**src/rtl/sync_edge_multi.sv**
```systemverilog
// Multi-channel async-input synchroniser with per-channel edge/filter mode.
// Ports: clk, rst_n (sync, active-low), async_in, sticky_clr -> level_out, pulse_out, sticky_out, ovf_out.
module sync_edge_multi #(
  parameter int unsigned WIDTH = 8,
  parameter int unsigned STAGES = 2,
  parameter int unsigned FILT_CYCLES = 4,
  parameter logic [2*WIDTH-1:0] MODE = '0
) (
  input  logic             clk,
  input  logic             rst_n,
  input  logic [WIDTH-1:0] async_in,
  input  logic [WIDTH-1:0] sticky_clr,
  output logic [WIDTH-1:0] level_out,
  output logic [WIDTH-1:0] pulse_out,
  output logic [WIDTH-1:0] sticky_out,
  output logic [WIDTH-1:0] ovf_out
);

  localparam logic [1:0] M_RISE = 2'd0;
  localparam logic [1:0] M_FALL = 2'd1;
  localparam logic [1:0] M_TOG  = 2'd2;
  localparam logic [1:0] M_FILT = 2'd3;

  localparam int unsigned CW = $clog2(FILT_CYCLES + 1);
  localparam logic [CW-1:0] CNT_LAST = CW'(FILT_CYCLES - 1);

  if (STAGES < 2 || STAGES > 4) begin : g_bad_stages
    $error("sync_edge_multi: STAGES must be 2..4");
  end
  if (FILT_CYCLES < 1 || FILT_CYCLES > 255) begin : g_bad_filt
    $error("sync_edge_multi: FILT_CYCLES must be 1..255");
  end

  logic [WIDTH-1:0] sync_q [STAGES];
  logic [WIDTH-1:0] sync_d [STAGES];
  logic [CW-1:0]    cnt_q  [WIDTH];
  logic [CW-1:0]    cnt_d  [WIDTH];
  logic [WIDTH-1:0] filt_q, filt_d;
  logic [WIDTH-1:0] prev_q, prev_d;
  logic [WIDTH-1:0] pulse_q, pulse_d;
  logic [WIDTH-1:0] sticky_q, sticky_d;
  logic [WIDTH-1:0] ovf_q, ovf_d;

  logic [WIDTH-1:0] s;
  logic [WIDTH-1:0] src;
  logic [WIDTH-1:0] ev;

  always_comb begin
    logic [1:0] mode;
    sync_d[0] = async_in;
    for (int k = 1; k < STAGES; k++) begin
      sync_d[k] = sync_q[k-1];
    end
    s        = sync_q[STAGES-1];
    filt_d   = filt_q;
    src      = '0;
    ev       = '0;
    sticky_d = sticky_q;
    ovf_d    = ovf_q;
    mode     = M_RISE;
    for (int i = 0; i < WIDTH; i++) begin
      cnt_d[i] = cnt_q[i];
      mode = MODE[2*i +: 2];
      if (mode == M_FILT) begin
        // any agreeing sample restarts the run of disagreeing samples
        if (s[i] == filt_q[i]) begin
          cnt_d[i] = '0;
        end else if (cnt_q[i] == CNT_LAST) begin
          filt_d[i] = s[i];
          cnt_d[i]  = '0;
        end else begin
          cnt_d[i] = cnt_q[i] + CW'(1);
        end
        src[i] = filt_q[i];
      end else begin
        filt_d[i] = 1'b0;
        cnt_d[i]  = '0;
        src[i]    = s[i];
      end
      unique case (mode)
        M_RISE: ev[i] = src[i] & ~prev_q[i];
        M_FALL: ev[i] = ~src[i] & prev_q[i];
        M_TOG:  ev[i] = src[i] ^ prev_q[i];
        M_FILT: ev[i] = src[i] ^ prev_q[i];
      endcase
      // an event wins over a same-cycle clear
      if (ev[i]) begin
        sticky_d[i] = 1'b1;
      end else if (sticky_clr[i]) begin
        sticky_d[i] = 1'b0;
      end
      if (ev[i] && sticky_q[i] && !sticky_clr[i]) begin
        ovf_d[i] = 1'b1;
      end else if (sticky_clr[i]) begin
        ovf_d[i] = 1'b0;
      end
    end
    prev_d  = src;
    pulse_d = ev;
  end

  always_ff @(posedge clk) begin
    if (!rst_n) begin
      for (int k = 0; k < STAGES; k++) begin
        sync_q[k] <= '0;
      end
      for (int i = 0; i < WIDTH; i++) begin
        cnt_q[i] <= '0;
      end
      filt_q   <= '0;
      prev_q   <= '0;
      pulse_q  <= '0;
      sticky_q <= '0;
      ovf_q    <= '0;
    end else begin
      for (int k = 0; k < STAGES; k++) begin
        sync_q[k] <= sync_d[k];
      end
      for (int i = 0; i < WIDTH; i++) begin
        cnt_q[i] <= cnt_d[i];
      end
      filt_q   <= filt_d;
      prev_q   <= prev_d;
      pulse_q  <= pulse_d;
      sticky_q <= sticky_d;
      ovf_q    <= ovf_d;
    end
  end

  assign level_out  = src;
  assign pulse_out  = pulse_q;
  assign sticky_out = sticky_q;
  assign ovf_out    = ovf_q;

endmodule
```
**config.mk**
```make
export PLATFORM = sky130hd
export DESIGN_NAME = sync_edge_multi
export DESIGN_NICKNAME = d
export VERILOG_FILES = /design/src/rtl/sync_edge_multi.sv
export SDC_FILE = /design/constraint.sdc
export NUM_CORES = 1
export LEC_CHECK = 0
export CAP_MARGIN = 25
export CORE_MARGIN = 2
export CORE_UTILIZATION = 42
export DETAILED_ROUTE_END_ITERATION = 7
export PLACE_DENSITY = 0.77
export SLEW_MARGIN = 10
export SYNTH_ARGS = -nofsm -noshare
export SYNTH_HDL_FRONTEND = slang
export SYNTH_SLANG_ARGS = --single-unit
```
**constraint.sdc**
```tcl
create_clock -name clk -period 2.2 [get_ports clk]
set_clock_uncertainty 0.15 [all_clocks]
set_input_delay 0.44 -clock clk [delete_from_list [all_inputs] [get_ports clk]]
set_output_delay 0.44 -clock clk [all_outputs]
set_load 0.01 [all_outputs]
```
; Word level (Yosys, flattened, before mapping)
; Memory sizes are Yosys's and may differ from the RTL's.
; Cells that the tools add are included.
[totals]
regBits = 32
ram_bits = 16
inputBits = 18
output_inout_bits = 32
elab_cells = 105
memories = 1
[memory_table]
columns = name, words, width, read_ports, rd_ports_with_merged_regs, wr, line_no
row1 = sync_q, 2, 8, 2, 0, 2, 34  ; logic [WIDTH-1:0] sync_q [STAGES];
[classes]
mux = 28
bitwise = 18
reduce_logical = 40
[op_table]
columns = op, count
row1 = $reduce_bool 2->1, 16
row2 = $mux 1, 26
row3 = $logic_and 1x1->1, 16
row4 = $mux 8, 2
row5 = $and 1x1->1, 8
row6 = $logic_not 1->1, 8
row7 = $not 1->1, 8
row8 = $or 1x1->1, 2

; Longest topological paths before layout
; Gate-level depths: netlist of the first run.
[logic_depth]
depth_word = 5
depth_mapped = 3
depth_no_buf = 2

; Worst setup path before layout of the first run
; OpenSTA, ideal clock, no wires.
[synth_path]
path_kind = input to register
start = input rst_n
end = register pulse_q[0] (netlist: pulse_out[0])
setup_time_ps = 117
arrival_ps = 745
t_required_ps = 1933
setup_slack_ps = 1188
stages = 3
cell_sequence = inv_2 buf_2 nor2_1
[synth_lines]
columns = item, line_no
row1 = from (decl), 10  ; input logic rst_n,
row2 = to (signal assigned), 124  ; pulse_q <= pulse_d;
row3 = to (decl), 40  ; logic [WIDTH-1:0] pulse_q, pulse_d;
; No word-level cell between the ends.

==> run_results.csv, run 1 <==
group,metric,value,unit
outcome,status,"finished, final reports clean",
die,die_h,63.34,um
synth,yosysTopAreaCellShare,64.97,%
worst_setup_path,cpPeakStageDelay,570,ps
worst_setup_path,crit_fanout,4,
timing,tns,0,ps
global_routing,antenna_found_initial,0,
synth,yosysMostFrequentCell,"dfxtp_1",
global_routing,grt.total_usage,14.27,%
route,via_count,1040,
timing,finalSetupViolations,0,
clock_network,htreeDepth,2,
layout,fin_cells,233,
synth,yosys.cell_types.count,13,
pwr,p_leak,0.7600,nW
timing,finalCritPeriodShare,86.78,%
layout,multi_input_area,460.4,sq um
worst_setup_path,arrival,1320,ps
synth,synth-async-reset-ratio,0,%
clock_network,cts_tree,"done",
route,vias_per_cell,4.464,
timing,worstMarginPinSlew,441.9,ps
worst_setup_path,slowest_stage,"clkdlybuf4s50_1",
clock_network,clock_latency,350,ps
die,pin_count,50,
layout,nNetsFinal,204,
worst_setup_path,cp_top_family,"buffers and inverters",
worst_setup_path,r2r_cells,2,
timing,max_freq,523.8,MHz
placement,gp_congestion,0.7056,
placement,dp_cells,225,
run,timing.max_cap.violations,0,
synth,synthesis.area,1479,sq um
placement,dp_hpwl,2023,um
worst_setup_path,cp.required,1610,ps
synth,synth_area_leader_cell,"dfxtp_1",
route,dr.pass1.iters,4,
layout,regArea,960.9,sq um
worst_setup_path,crit_path_cell_trace,"clkdlybuf4s50_1",
clock_network,cts_buffers,5,
synth,ys_ff_latch,48,
global_routing,gr-total-overflow,0,
worst_setup_path,worstSetupEndpointType,"output pin",
synth,synth_common_cells,"48 x dfxtp_1, 24 x and2_1, 16 x nand2b_1",
route,wl,2670,um
worst_hold_path,hp-class,"flip-flop to flip-flop",
die,start_util,43.97,%
timing,hold_viol,0,
synth,synth-edff-count,0,
global_routing,grt_pass1_vias,1009,
synth,synth_fp_nets,151,
route,route.detailed.wl_per_inst,11.46,um
worst_setup_path,critical_path_class,"flip-flop to output pin",
timing,grt_setup_unrepaired,"no",
clock_network,cts_root_buf,"clkbuf_4",
die,core_area,3363,sq um
synth,yosysWarnings,0,
clock_network,cts_hold_buf,0,
pwr,power_density,747.0,nW/um^2
synth,ys_seq_area_share,64.97,%
pwr,totalPowerFinal,1.573,mW
clock_network,path_clk_slew,120,ps
clock_network,cts_resized,0,
synth,synthCells,133,
route,antenna_left,0,
clock_network,postCtsSetupRepairBufs,0,
global_routing,grt_pass1_wl,4395,um
global_routing,grt_max_degree,25,
layout,n_antenna_cell,0,
route,drtIter0Drc,19,
die,die-area,4012,sq um
synth,synth_area_leaders,"dfxtp_1 65%, and2_1 10%, nand2b_1 6.8%",
die,row_count,21,
route,post-route-drc-count,0,
layout,fill_cells,309,
timing,fin_ws,290.8,ps
synth,synth_ff_type,"dfxtp_1",
timing,slew_headroom,70.50,%
placement,io_buffers,49,
placement,place_ws,393.6,ps
worst_setup_path,crit_buf_inv,1,
timing,period_needed,1909,ps
clock_network,clk_path_buf_depth,2,
layout,final_core_util,62.61,%
clock_network,cts_sinks,48,
worst_hold_path,whs_path_depth,1,
layout,area_growth,42.39,%
pwr,max-vdd-ir-drop,491.3,uV
synth,synth.avg_cell_area,11.12,sq um
layout,drive_gt1_share,7.487,%
die,die_x,63.34,um
timing,maxSlewViolCount,0,
worst_setup_path,cp.depth,1,
worst_setup_path,start_kind,"flip-flop",
==> stage by stage <==
stage | cell area, sq um | hold slack (ps)
6_report | 2106 | 297.8
5_1_grt | 2106 | 322.1
4_1_cts | 2106 | 302.4
3_5_place_dp | 2011 | 272.4
3_3_place_gp | 2011 | 267.4
2_1_floorplan | 1479 | 261.9
==> metal layers <==
layer,part of all wire (%),track usage [%],vias up
li1,-,-,535
met1,38,13.60,474
met2,55,27.24,26
met3,5.5,5.179,5
met4,1.6,5.707,0
met5,0,0,-
==> layout by cell type, fill, tap and decap left out <==
master / netlist / final
a211oi_2: 4 / 4
a211oi_1: 4 / 4
clkbuf_4: 0 / 5
nor2_1: 8 / 8
inv_1: 8 / 8
dfxtp_1: 48 / 48
a21oi_1: 8 / 8
and2_1: 24 / 24
buf_4: 0 / 1
nand2b_1: 16 / 16
nand3b_1: 8 / 8
inv_2: 1 / 1
bufinv_16: 0 / 1
clkbuf_8: 0 / 2
clkdlybuf4s50_1: 0 / 49
==> logic make-up after synthesis <==
family,count (synthesis),share of synthesized area [%]
flops,48,64.97
simple gates,56,23.01
compound gates,16,8.122
buf+inv,13,3.891
==> sequential cells by signal, summed over array words and instances, names as in the netlist <==
register    cells
ovf_out         8
prev_q          8
pulse_out       8
sticky_out      8
sync_q         16
==> power by group <==
group	internal (mW)	switching, mW	total, mW
Combinational	0.0702	0.0411	0.111
Clock	0.302	0.249	0.551
Sequential	0.897	0.0144	0.911
==> final timing paths <==
| kind | from | endpoint | slack (ps) |
|---|---|---|---|
| worst min-delay path | sync_q[0][2]$_SDFF_PN0_ | sync_q[0][10]$_SDFF_PN0_ | 300 |
| worst min register to register | sync_q[0][2]$_SDFF_PN0_ | sync_q[0][10]$_SDFF_PN0_ | 300 |
| worst max-delay path | sync_q[0][14]$_SDFF_PN0_ | level_out[6] | 290 |
| worst max register to register | sync_q[0][12]$_SDFF_PN0_ | ovf_out[4]$_SDFFE_PN0P_ | 1240 |
==> cell type report <==
| cell class | instances | area share [%] |
|---|---|---|
| Inverter | 9 | 1.604 |
| Clock buffer | 7 | 3.090 |
| Multi-Input combinational cell | 72 | 21.87 |
| Timing Repair Buffer | 50 | 23.65 |
| Clock inverter | 1 | 1.426 |
| Tap cell | 46 | 2.733 |
| Sequential cell | 48 | 45.63 |
Power figures use the tool's default switching activity.
==> inputs of run 2 (changes only) <==
Settings changed: CORE_ASPECT_RATIO set to 2, MAX_ROUTING_LAYER set to met4.
==> run 2 against run 1 <==
  * Via count is 1.6% higher
  * Sequential cell count stayed put
  * Final cell count is 6.0% lower
  * Cell area is 0.24% lower
  * Core utilization is 0.43 points lower
  * Die area is 0.72% higher
  * Clock power is 11% higher
  * Count of clock-buffer cells in the layout is 1 lower
  * First-iteration DRC count is 68% lower
  * Wire length is 0.94% lower
  * Largest cell class unchanged
==> run_results.csv, run 2 (synthesis results as in run 1) <==
group,metric,value,unit
clock_network,clock_latency,300,ps
route,vias_per_cell,4.826,
timing,hold_viol,0,
global_routing,grt_pass1_vias,1059,
route,maxUsedRoutingLayer,"met4",
layout,n_antenna_cell,0,
layout,fill_cells,297,
clock_network,postCtsSetupRepairBufs,0,
global_routing,grt_pass1_wl,4436,um
timing,period_needed,1845,ps
pwr,power_density,776.5,nW/um^2
route,drtIter0Drc,6,
worst_setup_path,crit_fanout,4,
timing,finalCritPeriodShare,83.85,%
worst_setup_path,cp.required,1610,ps
worst_setup_path,arrival,1250,ps
global_routing,antenna_found_initial,0,
layout,final_common_cell,"clkdlybuf4s50_1",
route,via_count,1057,
worst_setup_path,start_kind,"flip-flop",
timing,holdWs,286.6,ps
route,route.detailed.wl_per_inst,12.08,um
worst_setup_path,worstSetupEndpointType,"output pin",
route,routed-wl-met2,1450,um
clock_network,cts_buffers,5,
clock_network,htreeDepth,2,
worst_setup_path,rr_startpoint,"sync_q[0][8]$_SDFF_PN0_",
layout,most-common-layout-cells,"49 x clkdlybuf4s50_1, 48 x dfxtp_1, 24 x and2_1, 16 x nand2b_1",
die,die-area,4041,sq um
die,core_area,3378,sq um
layout,largest_register_ffs,16,
route,antenna_left,0,
route,wl,2645,um
worst_hold_path,whs_path_depth,1,
global_routing,grt.total_usage,15.67,%
worst_setup_path,r2r_cells,2,
route,m1WireLength,990,um
timing,tns,0,ps
worst_hold_path,hp-class,"flip-flop to flip-flop",
route,dr.pass1.iters,4,
layout,finalInstanceArea,2101,sq um
die,start_util,43.78,%
worst_setup_path,cpPeakStageDelay,560,ps
placement,io_buffers,49,
layout,area_growth,42.05,%
worst_setup_path,crit_buf_inv,1,
die,die_h,87.92,um
pwr,max-vdd-ir-drop,528.7,uV
timing,grt_setup_unrepaired,"no",
timing,max_freq,542.1,MHz
clock_network,cts_root_buf,"clkbuf_8",
pwr,p_leak,0.7637,nW
worst_setup_path,crit_path_cell_trace,"clkdlybuf4s50_1",
clock_network,path_clk_slew,90,ps
layout,final_core_util,62.19,%
outcome,status,"finished, final reports clean",
placement,dp_hpwl,1955,um
die,row_count,30,
route,routed-wl-met3,135,um
timing,finalSetupViolations,0,
run,timing.max_cap.violations,0,
global_routing,gr-total-overflow,0,
layout,drive_gt1_share,6.952,%
timing,worstMarginPinSlew,416.4,ps
worst_setup_path,critical_path_class,"flip-flop to output pin",
timing,maxSlewViolCount,0,
placement,gp_congestion,0.7189,
worst_hold_path,hp-start,"sync_q[0][6]$_SDFF_PN0_",
worst_setup_path,crit_start,"sync_q[0][14]$_SDFF_PN0_",
placement,place_area,1993,sq um
die,die_x,45.96,um
layout,top_register,"sync_q",
worst_setup_path,cp_top_family,"buffers and inverters",
clock_network,cts_tree,"done",
die,pin_count,50,
timing,slew_headroom,72.20,%
clock_network,clk_path_buf_depth,2,
worst_setup_path,slowest_stage,"clkdlybuf4s50_1",
clock_network,cts_resized,0,
global_routing,grt_max_degree,25,
clock_network,cts_hold_buf,0,
placement,place_ws,390.6,ps
timing,fin_ws,355.3,ps
layout,nNetsFinal,204,
worst_setup_path,cp.depth,1,
clock_network,cts_sinks,48,
route,post-route-drc-count,0,
## run 2: power by group
| group | switching [mW] | leakage (nW) | internal (mW) |
|---|---|---|---|
| sequential | 0.0146 | 0.392 | 0.896 |
| combinational | 0.0403 | 0.316 | 0.0702 |
| clock | 0.273 | 0.0552 | 0.337 |
| total | 0.328 | 0.764 | 1.30 |
## run 2: final timing paths
kind | slack [ps] | to
max | 360 | level_out[6]
min reg2reg | 290 | sync_q[0][14]$_SDFF_PN0_
max reg2reg | 1240 | ovf_out[0]$_SDFFE_PN0P_
min | 290 | sync_q[0][14]$_SDFF_PN0_
## run 2: area by class of cell
type	count	area [sq um]	share of cell area, %
repair buffers	50	498.0	23.70
well taps	32	40.04	1.906
multi-input cells	72	460.4	21.92
inverters	9	33.78	1.608
clock buffers	6	72.57	3.454
clock inverters	2	35.03	1.668
flip-flops and latches	48	960.9	45.74
## run 2: routing by layer
metal	GRT usage, %	up-vias
li1	-	526
met1	15.34	489
met2	26.01	33
met3	4.948	9
met4	8.571	0
met5	-	-
## run 2: per-stage QoR
stage          cells  power (mW)
2_1_floorplan    133      0.9706
3_3_place_gp     211       1.038
3_5_place_dp     211       1.043
4_1_cts          219       1.654
5_1_grt          219       1.700
6_report         219       1.631
